File: src/rtl/ps2_mouse_pkg.sv
// Shared definitions for the PS/2 mouse cursor tracker.
// Holds the packet-assembly FSM state type, the bit positions inside status
// byte 0 of a PS/2 mouse packet, and the default parameter values.
package ps2_mouse_pkg;

  typedef enum logic [1:0] {
    StWaitB0,
    StWaitB1,
    StWaitB2
  } pkt_state_e;

  // Status byte (byte 0) layout
  localparam int unsigned BtnLeftBit   = 0;
  localparam int unsigned BtnRightBit  = 1;
  localparam int unsigned BtnMiddleBit = 2;
  localparam int unsigned SyncBit      = 3;
  localparam int unsigned XSignBit     = 4;
  localparam int unsigned YSignBit     = 5;
  localparam int unsigned XOvfBit      = 6;
  localparam int unsigned YOvfBit      = 7;

  // Default parameter values
  localparam int unsigned DefXWidth        = 10;
  localparam int unsigned DefYWidth        = 10;
  localparam int unsigned DefXMax          = 639;
  localparam int unsigned DefYMax          = 479;
  localparam int unsigned DefScaleShift    = 0;
  localparam int unsigned DefFifoDepth     = 4;
  localparam int unsigned DefTimeoutCycles = 200000;

endpackage

File: src/rtl/ps2_event_fifo.sv
// First-word-fall-through event buffer.
// Ports:
//   clk_i / clear_i      clock, synchronous active-high clear
//   wr_en_i / wr_data_i  write request; taken when not full, or when full with a pop
//   rd_en_i              pop request; ignored while empty
//   rd_data_o            head entry, valid while empty_o is low
//   full_o / empty_o     occupancy flags
module ps2_event_fifo #(
  parameter int unsigned Depth = 4,
  parameter int unsigned Width = 26
) (
  input  logic             clk_i,
  input  logic             clear_i,
  input  logic             wr_en_i,
  input  logic [Width-1:0] wr_data_i,
  input  logic             rd_en_i,
  output logic [Width-1:0] rd_data_o,
  output logic             full_o,
  output logic             empty_o
);

  localparam int unsigned AddrW = $clog2(Depth);

  // Pointers carry one extra wrap bit to tell full from empty.
  logic [AddrW:0]   wr_ptr_q, wr_ptr_d, rd_ptr_q, rd_ptr_d;
  logic [Width-1:0] mem_q [Depth];
  logic             wr_fire, rd_fire;

  assign empty_o   = (wr_ptr_q == rd_ptr_q);
  assign full_o    = (wr_ptr_q[AddrW] != rd_ptr_q[AddrW]) &&
                     (wr_ptr_q[AddrW-1:0] == rd_ptr_q[AddrW-1:0]);
  assign rd_fire   = rd_en_i & ~empty_o;
  assign wr_fire   = wr_en_i & (~full_o | rd_fire);
  assign rd_data_o = mem_q[rd_ptr_q[AddrW-1:0]];

  always_comb begin
    wr_ptr_d = wr_ptr_q;
    rd_ptr_d = rd_ptr_q;
    if (wr_fire) wr_ptr_d = wr_ptr_q + (AddrW + 1)'(1);
    if (rd_fire) rd_ptr_d = rd_ptr_q + (AddrW + 1)'(1);
  end

  always_ff @(posedge clk_i) begin
    if (clear_i) begin
      wr_ptr_q <= '0;
      rd_ptr_q <= '0;
    end else begin
      wr_ptr_q <= wr_ptr_d;
      rd_ptr_q <= rd_ptr_d;
    end
  end

  // Storage needs no reset; only entries between the pointers are ever read.
  always_ff @(posedge clk_i) begin
    if (wr_fire) mem_q[wr_ptr_q[AddrW-1:0]] <= wr_data_i;
  end

endmodule

File: src/rtl/ps2_mouse_cursor_tracker.sv
// PS/2 mouse cursor tracker.
// Assembles 3-byte PS/2 mouse packets, moves a saturating cursor and queues an
// event whenever the position or the button state changes.
// Ports:
//   Clock_100MHz, Clear            clock, synchronous active-high reset
//   Byte_in, Byte_valid            received byte and its one-cycle strobe
//   Cursor_X, Cursor_Y             live cursor position
//   Event_valid/ready              FWFT event stream handshake
//   Event_X/Y/buttons/changed      head event contents
//   Sync_error, Overflow_drop      one-cycle status pulses
module ps2_mouse_cursor_tracker
  import ps2_mouse_pkg::*;
#(
  parameter int unsigned X_WIDTH        = DefXWidth,
  parameter int unsigned Y_WIDTH        = DefYWidth,
  parameter int unsigned X_MAX          = DefXMax,
  parameter int unsigned Y_MAX          = DefYMax,
  parameter int unsigned SCALE_SHIFT    = DefScaleShift,
  parameter int unsigned FIFO_DEPTH     = DefFifoDepth,
  parameter int unsigned TIMEOUT_CYCLES = DefTimeoutCycles
) (
  input  logic               Clock_100MHz,
  input  logic               Clear,
  input  logic [7:0]         Byte_in,
  input  logic               Byte_valid,
  output logic [X_WIDTH-1:0] Cursor_X,
  output logic [Y_WIDTH-1:0] Cursor_Y,
  output logic               Event_valid,
  input  logic               Event_ready,
  output logic [X_WIDTH-1:0] Event_X,
  output logic [Y_WIDTH-1:0] Event_Y,
  output logic [2:0]         Event_buttons,
  output logic [2:0]         Event_changed,
  output logic               Sync_error,
  output logic               Overflow_drop
);

  localparam int unsigned GapW   = $clog2(TIMEOUT_CYCLES + 1);
  // Room for position, 9-bit signed delta after shifting, and a sign bit.
  localparam int unsigned SumW   = ((X_WIDTH > Y_WIDTH) ? X_WIDTH : Y_WIDTH) + SCALE_SHIFT + 11;
  localparam int unsigned EntryW = X_WIDTH + Y_WIDTH + 6;

  pkt_state_e         state_q, state_d;
  logic [GapW-1:0]    gap_q, gap_d;
  logic [7:0]         b0_q, b0_d, b1_q, b1_d, b2_q, b2_d;
  logic               pkt_done_q, pkt_done_d;
  logic               sync_err_q, sync_err_d;
  logic               drop_q, drop_d;
  logic [X_WIDTH-1:0] cursor_x_q, cursor_x_d;
  logic [Y_WIDTH-1:0] cursor_y_q, cursor_y_d;
  logic [2:0]         buttons_q, buttons_d;

  logic signed [8:0]      dx, dy;
  logic signed [SumW-1:0] dx_w, dy_w, x_sum, y_sum;
  logic [X_WIDTH-1:0]     x_new;
  logic [Y_WIDTH-1:0]     y_new;
  logic [2:0]             btn_new;
  logic                   fifo_wr, fifo_full, fifo_empty, fifo_pop;
  logic [EntryW-1:0]      fifo_wdata, fifo_rdata;

  // Packet assembly
  always_comb begin
    state_d    = state_q;
    gap_d      = gap_q;
    b0_d       = b0_q;
    b1_d       = b1_q;
    b2_d       = b2_q;
    pkt_done_d = 1'b0;
    sync_err_d = 1'b0;
    unique case (state_q)
      StWaitB0: begin
        gap_d = '0;
        if (Byte_valid) begin
          if (Byte_in[SyncBit]) begin
            b0_d    = Byte_in;
            state_d = StWaitB1;
          end else begin
            sync_err_d = 1'b1;
          end
        end
      end
      StWaitB1, StWaitB2: begin
        if (Byte_valid) begin
          gap_d = '0;
          if (state_q == StWaitB1) begin
            b1_d    = Byte_in;
            state_d = StWaitB2;
          end else begin
            b2_d       = Byte_in;
            pkt_done_d = b0_q[SyncBit];
            state_d    = StWaitB0;
          end
        end else if (gap_q == GapW'(TIMEOUT_CYCLES - 1)) begin
          // Stalled mid-packet: drop partial bytes and resync on the next byte 0.
          gap_d   = '0;
          state_d = StWaitB0;
        end else begin
          gap_d = gap_q + GapW'(1);
        end
      end
      default: state_d = StWaitB0;
    endcase
  end

  // Cursor arithmetic on the captured packet
  always_comb begin
    dx = b0_q[XOvfBit] ? 9'sd0 : $signed({b0_q[XSignBit], b1_q});
    dy = b0_q[YOvfBit] ? 9'sd0 : $signed({b0_q[YSignBit], b2_q});
    dx_w  = SumW'(dx) <<< SCALE_SHIFT;
    dy_w  = SumW'(dy) <<< SCALE_SHIFT;
    x_sum = $signed(SumW'(cursor_x_q)) + dx_w;
    // Screen Y grows downward while mouse dy grows upward.
    y_sum = $signed(SumW'(cursor_y_q)) - dy_w;

    if (x_sum[SumW-1])                         x_new = '0;
    else if (x_sum > $signed(SumW'(X_MAX)))    x_new = X_WIDTH'(X_MAX);
    else                                       x_new = x_sum[X_WIDTH-1:0];

    if (y_sum[SumW-1])                         y_new = '0;
    else if (y_sum > $signed(SumW'(Y_MAX)))    y_new = Y_WIDTH'(Y_MAX);
    else                                       y_new = y_sum[Y_WIDTH-1:0];

    btn_new = {b0_q[BtnMiddleBit], b0_q[BtnRightBit], b0_q[BtnLeftBit]};
  end

  assign fifo_pop   = Event_valid & Event_ready;
  assign fifo_wdata = {x_new, y_new, btn_new, btn_new ^ buttons_q};

  always_comb begin
    cursor_x_d = cursor_x_q;
    cursor_y_d = cursor_y_q;
    buttons_d  = buttons_q;
    fifo_wr    = 1'b0;
    drop_d     = 1'b0;
    if (pkt_done_q) begin
      cursor_x_d = x_new;
      cursor_y_d = y_new;
      buttons_d  = btn_new;
      if ((x_new != cursor_x_q) || (y_new != cursor_y_q) || (btn_new != buttons_q)) begin
        // A pop in the same cycle frees a slot, so only a blocked write is lost.
        if (fifo_full && !fifo_pop) drop_d  = 1'b1;
        else                        fifo_wr = 1'b1;
      end
    end
  end

  always_ff @(posedge Clock_100MHz) begin
    if (Clear) begin
      state_q    <= StWaitB0;
      gap_q      <= '0;
      b0_q       <= '0;
      b1_q       <= '0;
      b2_q       <= '0;
      pkt_done_q <= 1'b0;
      sync_err_q <= 1'b0;
      drop_q     <= 1'b0;
      cursor_x_q <= X_WIDTH'(X_MAX / 2);
      cursor_y_q <= Y_WIDTH'(Y_MAX / 2);
      buttons_q  <= '0;
    end else begin
      state_q    <= state_d;
      gap_q      <= gap_d;
      b0_q       <= b0_d;
      b1_q       <= b1_d;
      b2_q       <= b2_d;
      pkt_done_q <= pkt_done_d;
      sync_err_q <= sync_err_d;
      drop_q     <= drop_d;
      cursor_x_q <= cursor_x_d;
      cursor_y_q <= cursor_y_d;
      buttons_q  <= buttons_d;
    end
  end

  ps2_event_fifo #(
    .Depth (FIFO_DEPTH),
    .Width (EntryW)
  ) u_event_fifo (
    .clk_i     (Clock_100MHz),
    .clear_i   (Clear),
    .wr_en_i   (fifo_wr),
    .wr_data_i (fifo_wdata),
    .rd_en_i   (fifo_pop),
    .rd_data_o (fifo_rdata),
    .full_o    (fifo_full),
    .empty_o   (fifo_empty)
  );

  assign Event_valid = ~fifo_empty;
  assign {Event_X, Event_Y, Event_buttons, Event_changed} = fifo_rdata;
  assign Cursor_X      = cursor_x_q;
  assign Cursor_Y      = cursor_y_q;
  assign Sync_error    = sync_err_q;
  assign Overflow_drop = drop_q;

endmodule
File: config.mk
export PLATFORM = sky130hd
export DESIGN_NAME = ps2_mouse_cursor_tracker
export DESIGN_NICKNAME = d
export VERILOG_FILES = /design/src/rtl/ps2_mouse_pkg.sv /design/src/rtl/ps2_event_fifo.sv /design/src/rtl/ps2_mouse_cursor_tracker.sv
export SDC_FILE = /design/constraint.sdc
export NUM_CORES = 1
export LEC_CHECK = 0
export ABC_CLOCK_PERIOD_IN_PS = 6650
export CORE_MARGIN = 1
export CORE_UTILIZATION = 30
export DETAILED_ROUTE_END_ITERATION = 6
export PLACE_DENSITY = 0.55
export SETUP_SLACK_MARGIN = 0.3
export SLEW_MARGIN = 0
export SYNTH_ARGS = -nofsm -noshare
export SYNTH_HDL_FRONTEND = slang
export SYNTH_SLANG_ARGS = --single-unit
File: constraint.sdc
create_clock -name Clock_100MHz -period 6.65 [get_ports Clock_100MHz]
set_input_delay 0.9975 -clock Clock_100MHz [delete_from_list [all_inputs] [get_ports Clock_100MHz]]
set_output_delay 0.9975 -clock Clock_100MHz [all_outputs]
set_load 0.01 [all_outputs]
==> run summary <==
Number of pins with negative max-slew slack in the final report - 0
Class of the most critical hold timing path - reg2reg
Sequential Power Share - 0.483
Area enclosed by the die boundary - 30400 um2
Final-report setup violation count - 0
Hold Violations, Final - 0
Setup Total Neg Slack - 0 ns
Cell count after synthesis - 766
Internal cell power - 1.89 mW
Max Buffers Root-to-Sink - 2
Share of final-layout standard cells stronger than drive strength 1 - 0.103
Slew at the pin with the worst max-slew slack - 0.983 ns
Post-synth EDFFs - 104
Final clock skew - 0.0120 ns
Post-synthesis average cell area - 11.6 um2
Proportion of netlist area held by the largest area contributor - 0.350
Leak pwr - 3.60 nW
Largest net degree at the start of global routing - 61
Max-slew headroom - 0.344
Sinks on the clock net - 182
Share of synthesized registers carrying an async set or reset - 0
First-pass GRT wire length - 32300 um
Worst setup timing slack at the placement stage - 1.78 ns
CTS-repair resized insts - 0
Achievable Freq - 204 MHz
Peak fanout along the critical path - 26
Most instantiated flip-flop cell in the synthesis netlist - edfxtp_1
Count of standard-cell rows - 62
Final critical-path share of the clock period - 0.736
WL final - 20300 um
Switching power as a share of total power - 0.257
Clk pin slew, worst setup/hold paths - 0.07 ns
Synthesized cell area - 8910 um2
Average wire per cell in the routed design - 16.6 um
Global route overflow - 0
Final weighted congestion in routability-driven placement - 0.854
CP endpoint kind - register
Buffer type at the clock tree root - clkbuf_16
Average vias per placed instance - 4.95
Antenna violations before repair - 0
Sequential-to-total area share from yosys stat - 0.525
CTS Buf Count - 17
Worst EP required - 6.79 ns
Arrival time worst endpoint - 5.04 ns
Synth unique cells - 73
Max-Cap Viols - 0
Tot Pwr - 2.54 mW
Yosys warns - 0
Post-CTS Hold Fix Bufs - 0
H-tree levels - 4
Seq cells post-synth - 182
Kind of critical path - reg2reg
Share of total power in the clock network - 0.422
CTS tree - yes
Logic pwr share - 0.095
Area of the core - 28900 um2
Number of port buffers - 60
Chip height - 174 um
Critical path launch point type - register
Number of buffers inserted to repair setup after CTS - 0
Die extent in x - 174 um
Power per cell area - 241 nW/um2
Least setup slack across all paths after layout - 1.75 ns
Cell with the most instances after synthesis - edfxtp_1
Final critical-path required period - 4.90 ns
Status - finished, final reports clean
Area leader, netlist - edfxtp_1
All-layer global routing usage - 0.137
Unrepaired setup endpoints after global routing - no
Switching power of the nets - 0.654 mW
Post-route ant nets - 0
Number of nets in the finished design - 869
Iteration-0 DRC count of the detailed router - 387
Total inserted antenna cells - 0
Sum of net half-perimeters after detailed placement - 14100 um
Dominant cells by area after synthesis - edfxtp_1, dfxtp_1, mux4_2
Number of global-route vias before repair - 5832
Maximum vdd ir drop - 0.128 mV
Clock insertion delay at the later pin of the skew report - 0.44 ns
Ports - 61
Area growth from synthesis to layout - 18.4%
Count of filler cells inserted in the layout - 2827
Detailed-route DRC error count - 0
Effective utilization at floorplan - 0.308
Drt pass-1 iters - 5
Via count - 6043
Leading cell types by count after synthesis - edfxtp_1, dfxtp_1, nor2_1
critical path, cell delays in order (launching register included):
cell	delay, ns
dfxtp_1	0.37
nor2b_1	0.14
ha_1	0.17
inv_1	0.05
fa_1	0.42
a211oi_1	0.43
o21ai_1	0.12
xnor2_1	0.32
nor3_1	0.10
a311oi_2	0.25
buf_4	0.23
nor4b_2	0.50
and3_1	0.27
o2111ai_1	0.17
o41ai_4	0.48
nor2_1	0.11
and2_1	0.20
buf_4	0.24
sequential cells by signal, summed over array words and instances (netlist names), 2 cells and up, named ones only:
| register | flops |
|---|---|
| b1_q | 8 |
| u_event_fifo.mem_q | 104 |
| gap_q | 18 |
| u_event_fifo.wr_ptr_q | 3 |
| buttons_q | 3 |
| state_q | 2 |
| u_event_fifo.rd_ptr_q | 3 |
| Cursor_X | 10 |
| b0_q | 8 |
| b2_q | 8 |
| Cursor_Y | 10 |
metal layers:
metal	global-route usage	share of wire
met2	0.223	0.47
met3	0.0280	0.039
met5	0	0
met1	0.188	0.48
met4	0.0296	0.0051
power groups by stage:
stage	Combinational, mW	Sequential, mW	Clock [mW]
3_3_place_gp	0.239	1.25	0
6_report	0.242	1.23	1.07
4_1_cts	0.243	1.23	1.09
2_1_floorplan	0.174	1.25	0
5_1_grt	0.268	1.23	1.14
3_5_place_dp	0.242	1.25	0
cell families (layout without fill, tap and decap cells):
group                      after synthesis  in the layout  share of synthesized area
DFF                                    182            182                      0.525
buffers and inverters                   55            122                     0.0261
muxes                                   48             48                     0.0911
and+or+nand+nor                        260            260                      0.151
xor gates and xnor gates                35             35                     0.0344
other                                    1              4                   0.000421
AOI/OAI and AO/OA                      151            151                      0.122
adders and majority gates               34             34                     0.0494
through the flow:
stage	hold WS [ns]	instances	area, um2	util
after floorplan	0.432	769	8930	-
after global placement	0.442	1188	9930	0.343
after detailed placement	0.453	1188	9930	0.343
after CTS	0.462	1220	10600	0.365
after global routing	0.476	1220	10600	0.365
final	0.456	1220	10600	0.365
cell type report:
| class | count | area, um2 | area share |
|---|---|---|---|
| inverter | 20 | 75.1 | 0.00711 |
| multi-input combinational | 532 | 4010 | 0.380 |
| tap | 384 | 480 | 0.0455 |
| clock buffer | 18 | 429 | 0.0407 |
| sequential | 182 | 4690 | 0.444 |
| timing repair buffer | 70 | 671 | 0.0635 |
| clock inverter | 14 | 199 | 0.0188 |
cell usage in the layout (no fill, tap or decap), types with 16 or more instances in the layout:
master	n
edfxtp_1	104
dfxtp_1	77
nor2_1	67
clkdlybuf4s50_1	59
a21oi_1	56
nand2_1	49
ha_1	32
nand3_1	29
nor2b_1	29
mux4_2	26
xor2_1	22
mux2i_1	20
inv_1	20
a211o_1	17
clkbuf_16	17
o21ai_0	16
path summary, 6_finish.rpt:
path,slack (ns),cells past startpoint,endpoint,from
worst max-delay path,1.75,17,u_event_fifo.mem_q[0][17]$_DFFE_PP_,b0_q[7]$_SDFFE_PP0P_
worst min-delay path,0.46,2,b1_q[7]$_SDFFE_PP0P_,b1_q[7]$_SDFFE_PP0P_
worst max register to register,1.75,17,u_event_fifo.mem_q[0][17]$_DFFE_PP_,b0_q[7]$_SDFFE_PP0P_
worst min register to register,0.46,2,b1_q[7]$_SDFFE_PP0P_,b1_q[7]$_SDFFE_PP0P_
No activity file was read; power rests on OpenSTA's default activity.
